<file path="src/rtl/hazard_pkg.sv">
// Shared types for the hazard/forwarding controller: writeback and forward
// encodings, the shadow-pipeline tag and the sequencing FSM states.
package hazard_pkg;

    localparam int REG_AW = 5;

    typedef enum logic [1:0] {
        WB_LOAD = 2'b00,
        WB_ALU  = 2'b01,
        WB_PC   = 2'b10
    } wbsel_e;

    typedef enum logic [1:0] {
        FWD_REG = 2'b00,
        FWD_WB  = 2'b01,
        FWD_MEM = 2'b10,
        FWD_PC  = 2'b11
    } fwd_e;

    // Destination half of a tag; this is all that MEM and WB need to keep.
    typedef struct packed {
        logic              valid;
        logic [REG_AW-1:0] rd;
        logic              regwen;
        wbsel_e            wbsel;
    } hz_dst_t;

    // Full tag carried into EX: destination plus the sources it reads.
    typedef struct packed {
        hz_dst_t           dst;
        logic [REG_AW-1:0] rs1;
        logic [REG_AW-1:0] rs2;
        logic              use1;
        logic              use2;
    } hz_tag_t;

    typedef enum logic [1:0] {
        ST_RUN    = 2'b00,
        ST_BUBBLE = 2'b01,
        ST_HOLD   = 2'b10
    } state_e;

    // A stage can supply a value only if it really writes a non-zero register.
    function automatic logic dst_writes(hz_dst_t d);
        return d.valid && d.regwen && (d.rd != '0);
    endfunction

endpackage

</file>
<file path="src/rtl/fwd_sel.sv">
// Operand forward selector for one EX source: compares the EX source register
// against the MEM and WB destinations, youngest producer first.
module fwd_sel
    import hazard_pkg::*;
(
    input  logic              src_valid,
    input  logic              src_use,
    input  logic [REG_AW-1:0] src_rs,
    input  hz_dst_t           mem_dst,
    input  hz_dst_t           wb_dst,
    output fwd_e              fwdsel,
    output logic              pcsel,
    output logic              load_hit
);

    logic mem_hit;
    logic wb_hit;

    assign mem_hit = src_valid && src_use && dst_writes(mem_dst) && (mem_dst.rd == src_rs);
    assign wb_hit  = src_valid && src_use && dst_writes(wb_dst)  && (wb_dst.rd  == src_rs);

    // Pick the operand source; MEM beats WB because it holds the newer value.
    always_comb begin
        // NOTE: every output gets a default first so no path leaves it unassigned (no latch).
        fwdsel   = FWD_REG;
        pcsel    = 1'b0;
        load_hit = 1'b0;
        if (mem_hit) begin
            fwdsel   = (mem_dst.wbsel == WB_PC) ? FWD_PC : FWD_MEM;
            load_hit = (mem_dst.wbsel == WB_LOAD);
        end else if (wb_hit) begin
            if (wb_dst.wbsel == WB_PC) begin
                fwdsel = FWD_PC;
                pcsel  = 1'b1;
            end else begin
                fwdsel = FWD_WB;
            end
        end
    end

endmodule

</file>
<file path="src/rtl/hazard_ctrl.sv">
// Hazard/forwarding controller for the 5-stage RV32I pipeline. Shadows the
// destination tags of EX/MEM/WB, drives the EX operand muxes and sequences
// load-use bubbles, redirect flushes and memory-busy holds.
module hazard_ctrl
    import hazard_pkg::*;
#(
    parameter int RA_W  = REG_AW,   // must equal REG_AW; tags are sized by the package
    parameter int CNT_W = 32
) (
    input  logic             clk,
    input  logic             rst_n,
    input  logic             id_valid,
    input  logic [RA_W-1:0]  id_rs1,
    input  logic [RA_W-1:0]  id_rs2,
    input  logic             id_use1,
    input  logic             id_use2,
    input  logic [RA_W-1:0]  id_rd,
    input  logic             id_regwen,
    input  logic [1:0]       id_wbsel,
    input  logic             ex_redirect,
    input  logic             dmem_busy,
    output logic [1:0]       fwdselA,
    output logic [1:0]       fwdselB,
    output logic             pcselA,
    output logic             pcselB,
    output logic             stall_if,
    output logic             stall_id,
    output logic             stall_ex,
    output logic             flush_id,
    output logic             flush_ex,
    output logic [CNT_W-1:0] stall_cnt,
    output logic [CNT_W-1:0] flush_cnt
);

    hz_tag_t id_tag;
    hz_tag_t ex_tag;
    hz_dst_t mem_dst;
    hz_dst_t wb_dst;
    state_e  state;

    logic load_use;
    logic take_bubble;
    fwd_e fwd_a;
    fwd_e fwd_b;
    logic load_hit_a;
    logic load_hit_b;

    // Pack the ID-stage fields into a tag.
    always_comb begin
        id_tag.dst.valid  = id_valid;
        id_tag.dst.rd     = id_rd;
        id_tag.dst.regwen = id_regwen;
        id_tag.dst.wbsel  = wbsel_e'(id_wbsel);
        id_tag.rs1        = id_rs1;
        id_tag.rs2        = id_rs2;
        id_tag.use1       = id_use1;
        id_tag.use2       = id_use2;
    end

    // Load in EX whose result the ID instruction needs next cycle.
    assign load_use = id_valid
                   && dst_writes(ex_tag.dst) && (ex_tag.dst.wbsel == WB_LOAD)
                   && ((id_use1 && (id_rs1 == ex_tag.dst.rd)) ||
                       (id_use2 && (id_rs2 == ex_tag.dst.rd)));

    // Pipeline control; priority is memory busy, then redirect, then load-use.
    always_comb begin
        stall_if    = 1'b0;
        stall_id    = 1'b0;
        stall_ex    = 1'b0;
        flush_id    = 1'b0;
        flush_ex    = 1'b0;
        take_bubble = 1'b0;
        // Gated by rst_n so every control reads 0 the moment reset is applied.
        if (rst_n) begin
            if (dmem_busy) begin
                stall_if = 1'b1;
                stall_id = 1'b1;
                stall_ex = 1'b1;
            end else if (ex_redirect) begin
                flush_id = 1'b1;
                flush_ex = 1'b1;
            end else if (load_use && (state != ST_BUBBLE)) begin
                stall_if    = 1'b1;
                stall_id    = 1'b1;
                flush_ex    = 1'b1;
                take_bubble = 1'b1;
            end
        end
    end

    // Sequencing FSM: remembers an inserted bubble and an active memory hold.
    always_ff @(posedge clk or negedge rst_n) begin
        // NOTE: state registers use non-blocking assignments so all flops update together.
        if (!rst_n) begin
            state <= ST_RUN;
        end else begin
            case (state)
                ST_RUN: begin
                    if (dmem_busy)        state <= ST_HOLD;
                    else if (take_bubble) state <= ST_BUBBLE;
                end
                ST_BUBBLE: state <= dmem_busy ? ST_HOLD : ST_RUN;
                ST_HOLD: begin
                    if (!dmem_busy) state <= take_bubble ? ST_BUBBLE : ST_RUN;
                end
                default: state <= ST_RUN;
            endcase
        end
    end

    // Shadow pipeline of tags; frozen while EX is stalled.
    always_ff @(posedge clk or negedge rst_n) begin
        if (!rst_n) begin
            ex_tag  <= '0;
            mem_dst <= '0;
            wb_dst  <= '0;
        end else if (!stall_ex) begin
            ex_tag  <= (flush_ex || !id_valid) ? '0 : id_tag;
            mem_dst <= ex_tag.dst;
            wb_dst  <= mem_dst;
        end
    end

    // Performance counters; they wrap naturally.
    always_ff @(posedge clk or negedge rst_n) begin
        if (!rst_n) begin
            stall_cnt <= '0;
            flush_cnt <= '0;
        end else begin
            stall_cnt <= stall_cnt + {{(CNT_W-1){1'b0}}, stall_if};
            flush_cnt <= flush_cnt + {{(CNT_W-1){1'b0}}, flush_id};
        end
    end

    fwd_sel u_fwd_a (
        .src_valid (ex_tag.dst.valid),
        .src_use   (ex_tag.use1),
        .src_rs    (ex_tag.rs1),
        .mem_dst   (mem_dst),
        .wb_dst    (wb_dst),
        .fwdsel    (fwd_a),
        .pcsel     (pcselA),
        .load_hit  (load_hit_a)
    );

    fwd_sel u_fwd_b (
        .src_valid (ex_tag.dst.valid),
        .src_use   (ex_tag.use2),
        .src_rs    (ex_tag.rs2),
        .mem_dst   (mem_dst),
        .wb_dst    (wb_dst),
        .fwdsel    (fwd_b),
        .pcsel     (pcselB),
        .load_hit  (load_hit_b)
    );

    assign fwdselA = fwd_a;
    assign fwdselB = fwd_b;

    // A load result is never in MEM when its consumer is in EX; the bubble prevents it.
    ast_no_mem_load_fwd: assert property (@(posedge clk) disable iff (!rst_n)
        !(load_hit_a || load_hit_b));

endmodule

</file>
<file path="config.mk">
export PLATFORM = sky130hd
export DESIGN_NAME = hazard_ctrl
export DESIGN_NICKNAME = d
export VERILOG_FILES = /design/src/rtl/hazard_pkg.sv /design/src/rtl/fwd_sel.sv /design/src/rtl/hazard_ctrl.sv
export SDC_FILE = /design/constraint.sdc
export NUM_CORES = 1
export LEC_CHECK = 0
export CAP_MARGIN = 20
export CELL_PAD_IN_SITES_DETAIL_PLACEMENT = 2
export CELL_PAD_IN_SITES_GLOBAL_PLACEMENT = 2
export CORE_AREA = 2 2 126 128
export CTS_CLUSTER_DIAMETER = 200
export DETAILED_ROUTE_END_ITERATION = 10
export DIE_AREA = 0 0 128 130
export PLACE_DENSITY_LB_ADDON = 0.2
export SYNTH_ARGS = -nofsm -noshare
export SYNTH_HDL_FRONTEND = slang
export SYNTH_SLANG_ARGS = --single-unit
</file>
<file path="constraint.sdc">
create_clock -name clk -period 2.91 [get_ports clk]
set_input_delay 0.291 -clock clk [delete_from_list [all_inputs] [get_ports clk]]
set_output_delay 0.291 -clock clk [all_outputs]
set_load 0.01 [all_outputs]
</file>
# == Word level (Yosys, flattened, before mapping) ==
# Cells that the tools add are included.
# word_totals
elab_cells,97
output_inout_bits,75
regBits,105
inputBits,25
# classes
n_mux,32
n_reduce_logical,31
n_addsub,2
eq_ne,13
# ops
op,n
32-bit by 1-bit adder with 32-bit output,2
5-bit equality test,6
1-bit logical AND,22
1-bit 2-to-1 mux,21
21-bit 2-to-1 mux,1
2-bit 2-to-1 mux,9
5-bit nonzero test,3
"2-bit equality test, second input constant",3
2-bit case mux with 3 select lines,1
2-bit zero test,2
"3-bit != test, second input constant",1
"2-bit by 1-bit equality test with 1-bit output, second input constant",1
1-bit logical OR,2
"2-bit by 1-bit != test with 1-bit output, second input constant",1
"2-bit != test, second input constant",1
2-bit AND reduction,1
1-bit zero test,1

# == Logic depth before layout (Yosys ltp) ==
# Gate-level depths: netlist (run 1).
# depth
word_depth,13
depth_mapped,12
depth_no_buf,11

# == Hierarchy ==
# Synthesis (run 1) repeated with hierarchy kept, for this count alone.
# unflattened
cells_unflattened,451
area_unflattened_um2,4885.9
# by_module_without_submodules
module,n_inst,area_each_um2,cells_each
hazard_ctrl,1,4483.0,393
fwd_sel,2,201.4,29

# == Worst setup path after synthesis (run 1) ==
# OpenSTA, ideal clock, no wires.
# synth_path
path_type,register -> register
from,register state[0]
to,register stall_cnt[16]
stages_incl_launch_ff,13
t_arrival_ps,2562
slack_ps,222
setup_ps,126
path_cell_list,dfrtp_1 > nor2b_1 > or4_1 > a21oi_1 > nand4b_1 > nand2_1 > ha_1 > ha_1 > and2_1 > buf_2 > nor2b_1 > nand4_1 > xnor2_1
# synth_via
elab_chain_cells,7
# synth_lines
element,line_no,rtl
"start, declared",hazard_ctrl.sv:39,state_e state;
"start signal, assigned",hazard_ctrl.sv:103,ST_BUBBLE: state <= dmem_busy ? ST_HOLD : ST_RUN;
"start signal, assigned",hazard_ctrl.sv:105,if (!dmem_busy) state <= take_bubble ? ST_BUBBLE : ST_RUN;
2-bit by 1-bit != test with 1-bit output,hazard_ctrl.sv:83,end else if (load_use && (state != ST_BUBBLE)) begin
1-bit logical AND,hazard_ctrl.sv:83,
1-bit 2-to-1 mux (4 in a row),n/a,
named net stall_id,hazard_ctrl.sv:27,"output logic stall_id,"
32-bit by 1-bit adder with 32-bit output,hazard_ctrl.sv:131,"stall_cnt <= stall_cnt + {{(CNT_W-1){1'b0}}, stall_if};"
"end signal, assigned",hazard_ctrl.sv:131,
"end, declared",hazard_ctrl.sv:31,"output logic [CNT_W-1:0] stall_cnt,"
# The timed path passes the listed nets, and every way through them passes these cells.
# A chain may end at the register's enable or synchronous reset.

# == Worst setup path in the final report (run 1) ==
# layout_path
from,register state[0]
to,output stall_if
# layout_via
elab_chain_cells,6
# layout_lines
element,line_no,rtl
2-bit by 1-bit != test with 1-bit output,hazard_ctrl.sv:83,
1-bit logical AND,hazard_ctrl.sv:83,
1-bit 2-to-1 mux,hazard_ctrl.sv:83,
1-bit 2-to-1 mux,hazard_ctrl.sv:80,end else if (ex_redirect) begin
1-bit 2-to-1 mux,hazard_ctrl.sv:76,if (dmem_busy) begin
1-bit 2-to-1 mux,hazard_ctrl.sv:75,if (rst_n) begin
"end, declared",hazard_ctrl.sv:26,"output logic stall_if,"
# Every way passes these cells.

==> summary.txt, run 1 <==
Worst setup path
  – RR Startpoint: state[0]$_DFFE_PN0P_
  – CP Launch Type: flop
  – Crit path largest cell delay: 530 ps
  – CP max-delay cell: clkdlybuf4s50_1
  – Crit path capture type: output pin
  – Worst EP required: 2620 ps
  – Crit-path leading delay family: simple AND/OR/NAND/NOR gates
  – WP buf/inv: 2
  – Crit-path max FO: 3
  – CP arrival: 2470 ps
  – Crit path kind: flop to output pin
  – CP Cell Sequence: nor2b_1, or4_1, a21oi_2, nand4b_1, nand2_2, buf_4, clkdlybuf4s50_1
  – Crit. Startpoint: state[0]$_DFFE_PN0P_

Synth
  – Top FF cell, synth: dfrtp_1
  – Mapped Area: 0.00478 mm^2
  – Synthesized instance count: 441
  – Number of synthesized flops with an enable pin: 0
  – Yosys reg bits: 105
  – Synth top area cells: dfrtp_1, xnor2_1, nand2_1, xor2_1, a22o_1
  – Cell taking the most area after synthesis: dfrtp_1
  – Syn nets: 470
  – Share of the yosys chip area belonging to registers: 55.0%
  – Top cell type's share of synthesized area: 55.0%
  – Syn Area/Cell: 10.8 um^2
  – Warnings, synthesis: 0
  – Synth unique cells: 42
  – Async SR Flop Fraction: 100%

Floorplan
  – Chip height: 130 um
  – I/O pin count: 100
  – Effective utilization at floorplan: 31.0%
  – Core area: 0.0154 mm^2
  – # rows: 46
  – Die width: 128 um
  – Die Area: 0.0166 mm^2

Route
  – Met3 WL: 335 um
  – Wire length on met1: 6.05 mm
  – Initial drt markers: 139
  – Avg WL per Cell: 17.4 um
  – Total Wirelength: 13.1 mm
  – Met2 routed WL: 6.59 mm
  – Top Layer Used: met4
  – Vias per cell: 4.95
  – Antenna viol nets, final: 0
  – Vias post-DR: 3,737
  – DRC Markers: 0
  – DRT Pass-1 Iters: 4

Timing
  – Post-route minimum period: 2760 ps
  – Least-Margin Pin Slew: 657 ps
  – Max Clk Rate: 0.362 GHz
  – Setup-failing EPs final: 0
  – Headroom to the max-slew limit: 56.2%
  – Slew Limit Fails: 0
  – Final setup margin: 149 ps
  – Post-Route Skew: 6.87 ps
  – Tcrit/Tclk final: 94.9%
  – Final hold vios: 0

Layout
  – Post-route cell area: 0.00641 mm^2
  – P&R area growth vs syn: 34.2%
  – Post-layout util: 41.6%
  – Filler cells: 1,654
  – Layout cell share with drive strength beyond 1: 8.70%
  – Layout Nets: 588
  – Layout Cells excl Fill: 755
  – Antenna cells: 0

Hold path
  – HP Class: input pin to async pin

Place
  – Port buffer count: 99
  – Gpl congestion: 0.764
  – Hpwl dp: 9.97 mm
  – Cells after DPL: 739
  – Place WS: -165 ps
  – Placed inst area: 0.00609 mm^2

Power and ir drop
  – Leakage: 0.00291 uW
  – Tot Pwr: 3390 uW
  – Power Dens Cells: 529 mW/mm^2
  – Peak supply drop: 0.272 mV

Global route
  – GRT Residual Overflow: 0
  – Global-route usage over all layers: 16.8%
  – Number of global-route vias before repair: 4,185
  – Initial antenna violation count: 0
  – Largest net degree at the start of global routing: 52
  – Wire length of the first global-routing pass: 22.0 mm

Clock network
  – CTS Root Cell: clkbuf_16
  – Clk pin slew, worst setup/hold paths: 70 ps
  – Clock tree buffer depth: 2
  – H-tree levels: 3
  – CTS tree: done
  – Worst skew pair latency: 340 ps
  – CTS Sinks: 105
  – Total CTS buffers: 9

Outcome
  – Status: complete, no violations

Run
  – Number of max-cap violations: 0
==> final cells by class <==
type,count,area (um^2),area share [%]
repair buffers,117,1130,17.6
well taps,192,240,3.75
inverters,2,7.51,0.117
clock buffers,13,270,4.22
multi-input cells,324,2120,33.1
flip-flops and latches,105,2630,41.0
clock inverters,2,12.5,0.195
==> through the flow <==
step	TNS, ps	hold WS [ps]
after CTS	0	406
after global placement	-88.3	144
after floorplan	0	-4.59
after global routing	-37.7	413
after detailed placement	-1440	149
final	0	395
==> cells in the final DEF, fill, tap and decap left out, types with 4 or more instances in the layout <==
cell type	n
and2_1	4
and3_1	16
and4_1	4
buf_4	18
xnor2_1	69
nand4_1	13
nor3_1	6
clkdlybuf4s50_1	96
a22o_1	20
xor2_1	21
nand3_1	32
dfrtp_1	105
nand2_1	85
clkbuf_16	9
nor2_1	11
==> cell families after synthesis <==
logic type,after synthesis,synth area share (%)
AOI/OAI and AO/OA,32,5.24
buffers and inverters,12,1.10
xor gates and xnor gates,90,16.5
and+or+nand+nor,198,21.1
DFF,105,55.0
adders and majority gates,4,1.05
==> state kept, by name (all words and copies together), names as in the netlist <==
| register | count |
|---|---|
| flush_cnt | 32 |
| stall_cnt | 32 |
| ex_tag | 21 |
| mem_dst | 9 |
| wb_dst | 9 |
| state | 2 |
==> synthesized netlist by cell type, types with 2 or more instances <==
cell      count
nor3_1        7
ha_1          4
nand4_1      13
and2_1        4
inv_1         2
or4_1         4
and4_1        4
a21oi_1       2
nand4_2       2
buf_2         3
nor4_1        2
o21ai_1       3
nor2b_1       4
clkbuf_1      6
nand3_1      32
nand2_1      86
dfrtp_1     105
a22o_1       20
and3_1       16
xnor2_1      69
xor2_1       21
nor2_2        2
nor2_1       11
==> layer usage <==
layer | GRT usage [%] | vias to the layer above
li1 | - | 1750
met3 | 2.05 | 10
met4 | 5.04 | 0
met1 | 21.8 | 1906
met2 | 29.5 | 71
met5 | 0 | -
==> where the power goes <==
| group | switching (uW) | total (uW) | internal, uW |
|---|---|---|---|
| Combinational | 223 | 501 | 278 |
| Sequential | 145 | 1720 | 1570 |
| Clock | 526 | 1170 | 646 |
| Total | 894 | 3390 | 2500 |
==> worst paths after layout <==
check	depth (start not counted)	slack (ps)	to
min in group clk	1	460	state[1]$_DFFE_PN0P_
min reg2reg	1	460	state[1]$_DFFE_PN0P_
max in group asynchronous	4	960	stall_cnt[4]$_DFF_PN0_
max	7	150	stall_if
max reg2reg	12	200	stall_cnt[24]$_DFF_PN0_
min	2	400	ex_tag[12]$_DFFE_PN0N_
==> repair_timing <==
| item | in CTS | in global routing |
|---|---|---|
| gates resized for setup | 0 | 9 |
| setup buffers | 0 | 0 |
| hold buffers | 1 | 0 |
| hold endpoints to repair | 7 | 0 |
| setup endpoints to repair | 0 | 17 |
(Power assumes the default switching activity.)
==> run 2, diff against run 1 <==
clock period = 2.83 ns   (was 2.91 ns; I/O delays follow)
==> run 2 against run 1 <==
Clock power grew 30%. Cell area rose by 2.0%. Worst setup slack worse by 31 ps. Utilization up 0.83 points. First-iteration DRC count is 12% lower. Critical path depth is 1 lower. Global-route usage up 0.29 points. Final cell count increased by 0.93%. Combinational power grew 2%. Non-clock buffer count up 6. Die area stayed put. Largest power group unchanged.
==> summary.txt, run 2 (synthesized netlist as in run 1, its figures left out) <==
Outcome
  – Status: complete, no violations

Clock network
  – Worst skew pair latency: 360 ps (+20 ps)
  – Clock tree buffer depth: 2 (unchanged)
  – H-tree levels: 3 (unchanged)
  – CTS tree: done
  – Total CTS buffers: 9 (unchanged)
  – Clk pin slew, worst setup/hold paths: 70 ps (about the same)
  – CTS Root Cell: clkbuf_16
  – CTS Sinks: 105 (unchanged)

Worst setup path
  – WP buf/inv: 1 (-1)
  – CP max-delay cell: clkdlybuf4s50_1
  – Crit-path leading delay family: simple AND/OR/NAND/NOR gates
  – Crit path capture type: output pin
  – Crit path largest cell delay: 530 ps (about the same)
  – Crit path kind: flop to output pin
  – CP arrival: 2430 ps (-40 ps)
  – Worst EP required: 2550 ps (-70 ps)
  – CP Launch Type: flop
  – Cell mode on critical path: nand2_1
  – CP Cell Sequence: or3_1, o311a_1, and3b_1, nand2_1, nand2_1, clkdlybuf4s50_1
  – Crit-path max FO: 4 (+1)

Timing
  – Least-Margin Pin Slew: 533 ps (-124 ps)
  – Tcrit/Tclk final: 95.8%
  – Setup-failing EPs final: 0 (unchanged)
  – Post-Route Skew: 7.25 ps (+0.378 ps)
  – Final hold vios: 0 (unchanged)
  – Post-route minimum period: 2710 ps
  – Slew Limit Fails: 0 (unchanged)
  – Headroom to the max-slew limit: 64.4% (+8.2 points)
  – Max Clk Rate: 0.369 GHz
  – Fin Setup TNS: 0 ps (unchanged)
  – Final setup margin: 118 ps (-31.0 ps)

Floorplan
  – Effective utilization at floorplan: 31.0% (unchanged)
  – # rows: 46 (unchanged)
  – Chip height: 130 um (unchanged)
  – Die Area: 0.0166 mm^2 (unchanged)
  – Die width: 128 um (unchanged)
  – Core area: 0.0154 mm^2 (unchanged)
  – I/O pin count: 100 (unchanged)

Global route
  – Initial antenna violation count: 0 (unchanged)
  – Wire length of the first global-routing pass: 22.0 mm (about the same)
  – Largest net degree at the start of global routing: 42 (-19%)
  – Number of global-route vias before repair: 4,139 (-1.1%)
  – Global-route usage over all layers: 17.1% (+0.29 points)
  – GRT Residual Overflow: 0 (unchanged)

Route
  – Avg WL per Cell: 17.5 um (+0.63%)
  – Antenna viol nets, final: 0 (unchanged)
  – Total Wirelength: 13.3 mm (+1.6%)
  – DRT Pass-1 Iters: 4 (unchanged)
  – Vias per cell: 4.92 (-0.52%)
  – Vias post-DR: 3,752 (+0.40%)
  – Initial drt markers: 123 (-12%)
  – DRC Markers: 0 (unchanged)

Place
  – Cells after DPL: 745 (+0.81%)
  – Gpl congestion: 0.782 (+2.4%)
  – Place WS: -189 ps (-23.6 ps)
  – Hpwl dp: 9.91 mm (-0.65%)
  – Port buffer count: 99 (unchanged)

Layout
  – Layout Cells excl Fill: 762 (+0.93%)
  – P&R area growth vs syn: 36.8%
  – Top Registers: flush_cnt: 32 flops, stall_cnt: 32 flops, ex_tag: 21 flops
  – Layout cell share with drive strength beyond 1: 10.5% (+1.8 points)
  – Most frequent cells in the layout: dfrtp_1, clkdlybuf4s50_1, nand2_1
  – Antenna cells: 0 (unchanged)
  – Layout Nets: 594 (+1.0%)
  – Commonest non-fill, non-tap cell in the layout: dfrtp_1

Power and ir drop
  – Power Dens Cells: 580 mW/mm^2 (+9.7%)
  – Peak supply drop: 0.414 mV (+52%)
  – Leakage: 0.00299 uW (+3.0%)

Hold path
  – HP Class: input pin to async pin

Run
  – Number of max-cap violations: 0 (unchanged)
[run 2: repair_timing]
item                                    in CTS  in global routing
endpoints found under the setup margin       5                 14
hold buffers                                 0                  0
pin swaps                                    0                  2
buffers inserted                             0                  1
resized for setup                            4                 11
[run 2: metrics by stage]
stage	area [um^2]	hold WS, ps	total power (uW)	utilization [%]
floorplan	4780	-12.6	1980	-
global placement	6130	413	2290	39.8
finish	6540	12.9	3790	42.4
detailed placement	6130	411	2310	39.8
global route	6540	45.5	3980	42.4
CTS	6500	16.0	3860	42.1
[run 2: worst register-to-register path, delay by kind of cell (launching register included)]
kind,cells,cell delay [ps]
buffers and inverters,1,130
flip-flops,1,390
XOR/XNOR,1,140
AND/OR/NAND/NOR,7,1330
AO/OA/AOI/OAI,1,160
adder cells (fa/ha/maj),2,370
[run 2: per-layer routing]
metal / part of all wire, % / track usage, %
met1: 45 / 21.8
met2: 50 / 29.3
met3: 3.6 / 4.47
met4: 0.98 / 3.88
met5: 0 / 0
[run 2: layout make-up]
type	instances	area [um^2]
sequential	105	2630
inverter	2	7.51
timing repair buffer	123	1170
fill	1630	8890
multi-input combinational	324	2120
tap	192	240
clock inverter	4	97.6
clock buffer	12	267
[run 2: worst paths after layout]
path                                           end  slack [ps]  cells after the start             startpoint
setup / recovery                        fwdselA[1]         120                      6  wb_dst[4]$_DFFE_PN0N_
min in group clk              state[0]$_DFFE_PN0P_         400                      3                  rst_n
hold reg to reg              wb_dst[0]$_DFFE_PN0N_         470                      2  wb_dst[0]$_DFFE_PN0N_
setup reg to reg           stall_cnt[26]$_DFF_PN0_         190                     12   state[0]$_DFFE_PN0P_
hold / removal               wb_dst[4]$_DFFE_PN0N_          10                      2                  rst_n
max in group asynchronous   mem_dst[3]$_DFFE_PN0N_        2370                      2                  rst_n
[run 2: report_power, final]
part | internal, uW | total [uW] | switching, uW
Sequential | 1620 | 1770 | 150
Clock | 938 | 1520 | 578
Combinational | 287 | 510 | 222
Total | 2840 | 3790 | 950
==> run 3, diff against run 2 <==
CORE_AREA = 2 2 120 122   (was 2 2 126 128)
DIE_AREA = 0 0 122 124   (was 0 0 128 130)
clock period = 3.2 ns   (was 2.83 ns; I/O delays follow)
==> run 3 against run 2 <==
Sequential share of layout area is 1.0 points higher. Die area fell by 9.1%. Final cell count shrank 3.4%. Worst setup slack better by 170 ps. Clock-buffer cell count rose by 3. First-iteration DRC count rose by 19%. Total power decreased by 15%. Critical path depth did not move. Clock power is 21% lower. Clock skew fell by 1.6 ps. Non-clock buffer count is 14 lower. Sequential power decreased by 12%.
==> summary.txt, run 3 (synthesized netlist as in run 1, its figures left out) <==
Floorplan
  – Core area: 0.0137 mm^2 (-11%)
  – # rows: 43 (-6.5%)
  – I/O pin count: 100 (unchanged)
  – Chip height: 124 um (-4.6%)
  – Effective utilization at floorplan: 34.8% (+3.9 points)
  – Die Area: 0.0151 mm^2 (-9.1%)
  – Die width: 122 um (-4.7%)

Timing
  – RSZ-0062 raised after global routing: no
  – Headroom to the max-slew limit: 66.9% (+2.5 points)
  – Final hold vios: 0 (unchanged)
  – Post-Route Skew: 5.63 ps (-1.62 ps)
  – Slew Limit Fails: 0 (unchanged)
  – Max Clk Rate: 0.344 GHz
  – Least-Margin Pin Slew: 492 ps (-41.2 ps)
  – Post-route minimum period: 2910 ps
  – Tcrit/Tclk final: 91.0%
  – Setup-failing EPs final: 0 (unchanged)

Power and ir drop
  – Int Pwr: 2400 uW (-16%)
  – Peak supply drop: 0.253 mV (-39%)
  – Leakage: 0.00286 uW (-4.5%)
  – Sw Pwr: 819 uW (-14%)
  – Flop pwr share: 48.6% (+2.0 points)
  – Clock network power share: 37.3% (-2.6 points)
  – Sw frac: 25.5% (+0.44 points)
  – Tot Pwr: 3210 uW (-15%)
  – Power Dens Cells: 504 mW/mm^2 (-13%)
  – Comb pwr share: 14.0% (+0.6 points)

Place
  – Placed inst area: 0.00601 mm^2 (-2.1%)
  – Port buffer count: 99 (unchanged)
  – Hpwl dp: 9.94 mm (+0.32%)
  – Gpl congestion: 0.779 (-0.36%)

Clock network
  – Worst skew pair latency: 360 ps (about the same)
  – CTS tree: done
  – Post-CTS setup buffer count: 0 (unchanged)
  – CTS Sinks: 105 (unchanged)
  – Post_cts resized: 0 (-4)
  – Hold_buf cts: 1 (+1)
  – Clk pin slew, worst setup/hold paths: 70 ps (about the same)
  – H-tree levels: 3 (unchanged)
  – Total CTS buffers: 9 (unchanged)
  – Clock tree buffer depth: 2 (unchanged)
  – CTS Root Cell: clkbuf_16

Route
  – DRT Pass-1 Iters: 4 (unchanged)
  – Total Wirelength: 13.3 mm (-0.30%)
  – Initial drt markers: 146 (+19%)
  – Avg WL per Cell: 18.0 um (+3.2%)
  – DRC Markers: 0 (unchanged)
  – Vias per cell: 5.03 (+2.2%)
  – Vias post-DR: 3,702 (-1.3%)
  – Antenna viol nets, final: 0 (unchanged)

Global route
  – Initial antenna violation count: 0 (unchanged)
  – GRT Residual Overflow: 0 (unchanged)
  – Number of global-route vias before repair: 4,108 (-0.75%)
  – Largest net degree at the start of global routing: 88 (+110%)
  – Global-route usage over all layers: 18.9% (+1.8 points)
  – Wire length of the first global-routing pass: 21.8 mm (-1.0%)

Layout
  – Top Registers: flush_cnt: 32 flops, stall_cnt: 32 flops, ex_tag: 21 flops
  – Commonest non-fill, non-tap cell in the layout: dfrtp_1
  – Most frequent cells in the layout: dfrtp_1, clkdlybuf4s50_1, nand2_1
  – Layout Nets: 580 (-2.4%)
  – P&R area growth vs syn: 33.4%
  – Antenna cells: 0 (unchanged)
  – Post-route cell area: 0.00637 mm^2 (-2.5%)
  – Post-layout util: 46.4% (+4.1 points)
  – Layout cell share with drive strength beyond 1: 6.29% (-4.2 points)

Outcome
  – Status: complete, no violations

Worst setup path
  – Crit path capture type: output pin
  – CP max-delay cell: clkdlybuf4s50_1
  – Worst EP required: 2880 ps (+330 ps)
  – Crit-path leading delay family: simple AND/OR/NAND/NOR gates
  – WP buf/inv: 1 (unchanged)
  – CP arrival: 2590 ps (+160 ps)
  – Crit path largest cell delay: 610 ps (+80 ps)
  – CP Cell Sequence: or4_1, o211ai_1, or4_1, nand3_1, o21ai_1, clkdlybuf4s50_1
  – Cell mode on critical path: or4_1
  – Crit-path max FO: 5 (+1)
  – CP Launch Type: flop
  – Crit path kind: flop to output pin

Hold path
  – HP Class: input pin to async pin

Run
  – Number of max-cap violations: 0 (unchanged)
run 3: cell count changes in the layout (fill, tap and decap cells not counted), moves of 3 or more:
cell             before  now
buf_4                25    9
dlygate4sd2_1         3    0
clkdlybuf4s50_1      92   98
dlymetal6s2s_1        3    0
run 3: worst paths after layout:
kind                                              start                       to  slack [ps]  cells past startpoint
worst max-delay path             mem_dst[3]$_DFFE_PN0N_               fwdselA[0]         290                      6
worst min-delay path                              rst_n   ex_tag[12]$_DFFE_PN0N_         450                      2
worst max register to register     state[0]$_DFFE_PN0P_  stall_cnt[16]$_DFF_PN0_         340                     11
worst min register to register  stall_cnt[31]$_DFF_PN0_  stall_cnt[31]$_DFF_PN0_         470                      1
max in group asynchronous                         rst_n   ex_tag[17]$_DFFE_PN0N_        1710                      4
min in group clk                stall_cnt[31]$_DFF_PN0_  stall_cnt[31]$_DFF_PN0_         470                      1
run 3: power by group through the flow:
| stage | registers (uW) | clock network, uW | logic, uW |
|---|---|---|---|
| 3_3_place_gp | 1580 | 0 | 432 |
| 4_1_cts | 1560 | 1240 | 459 |
| 5_1_grt | 1580 | 1280 | 495 |
| 6_report | 1560 | 1200 | 450 |
| 3_5_place_dp | 1590 | 0 | 454 |
| 2_1_floorplan | 1580 | 0 | 167 |
run 3: layout make-up:
cell class | instances | area, um^2
Multi-Input combinational cell | 324 | 2100
Clock inverter | 1 | 30.0
Tap cell | 180 | 225
Clock buffer | 15 | 298
Sequential cell | 105 | 2630
Fill cell | 1468 | 7350
Timing Repair Buffer | 109 | 1090
Inverter | 2 | 7.51
run 3: per-layer routing:
layer | GRT usage, % | part of all wire [%] | vias to the layer above
met2 | 33.0 | 52 | 75
met4 | 6.90 | 1.6 | 0
met3 | 3.53 | 4.0 | 14
met1 | 23.4 | 43 | 1879
li1 | - | - | 1734
met5 | 0 | 0 | -
run 3: metrics by stage:
stage | setup slack (ps) | TNS [ps] | instances | hold slack (ps)
2_1_floorplan | 512 | 0 | 441 | 24.4
3_3_place_gp | 153 | 0 | 718 | 239
4_1_cts | 238 | 0 | 735 | 475
6_report | 289 | 0 | 736 | 451
5_1_grt | 90.5 | 0 | 736 | 468
3_5_place_dp | -28.8 | -95.7 | 718 | 245
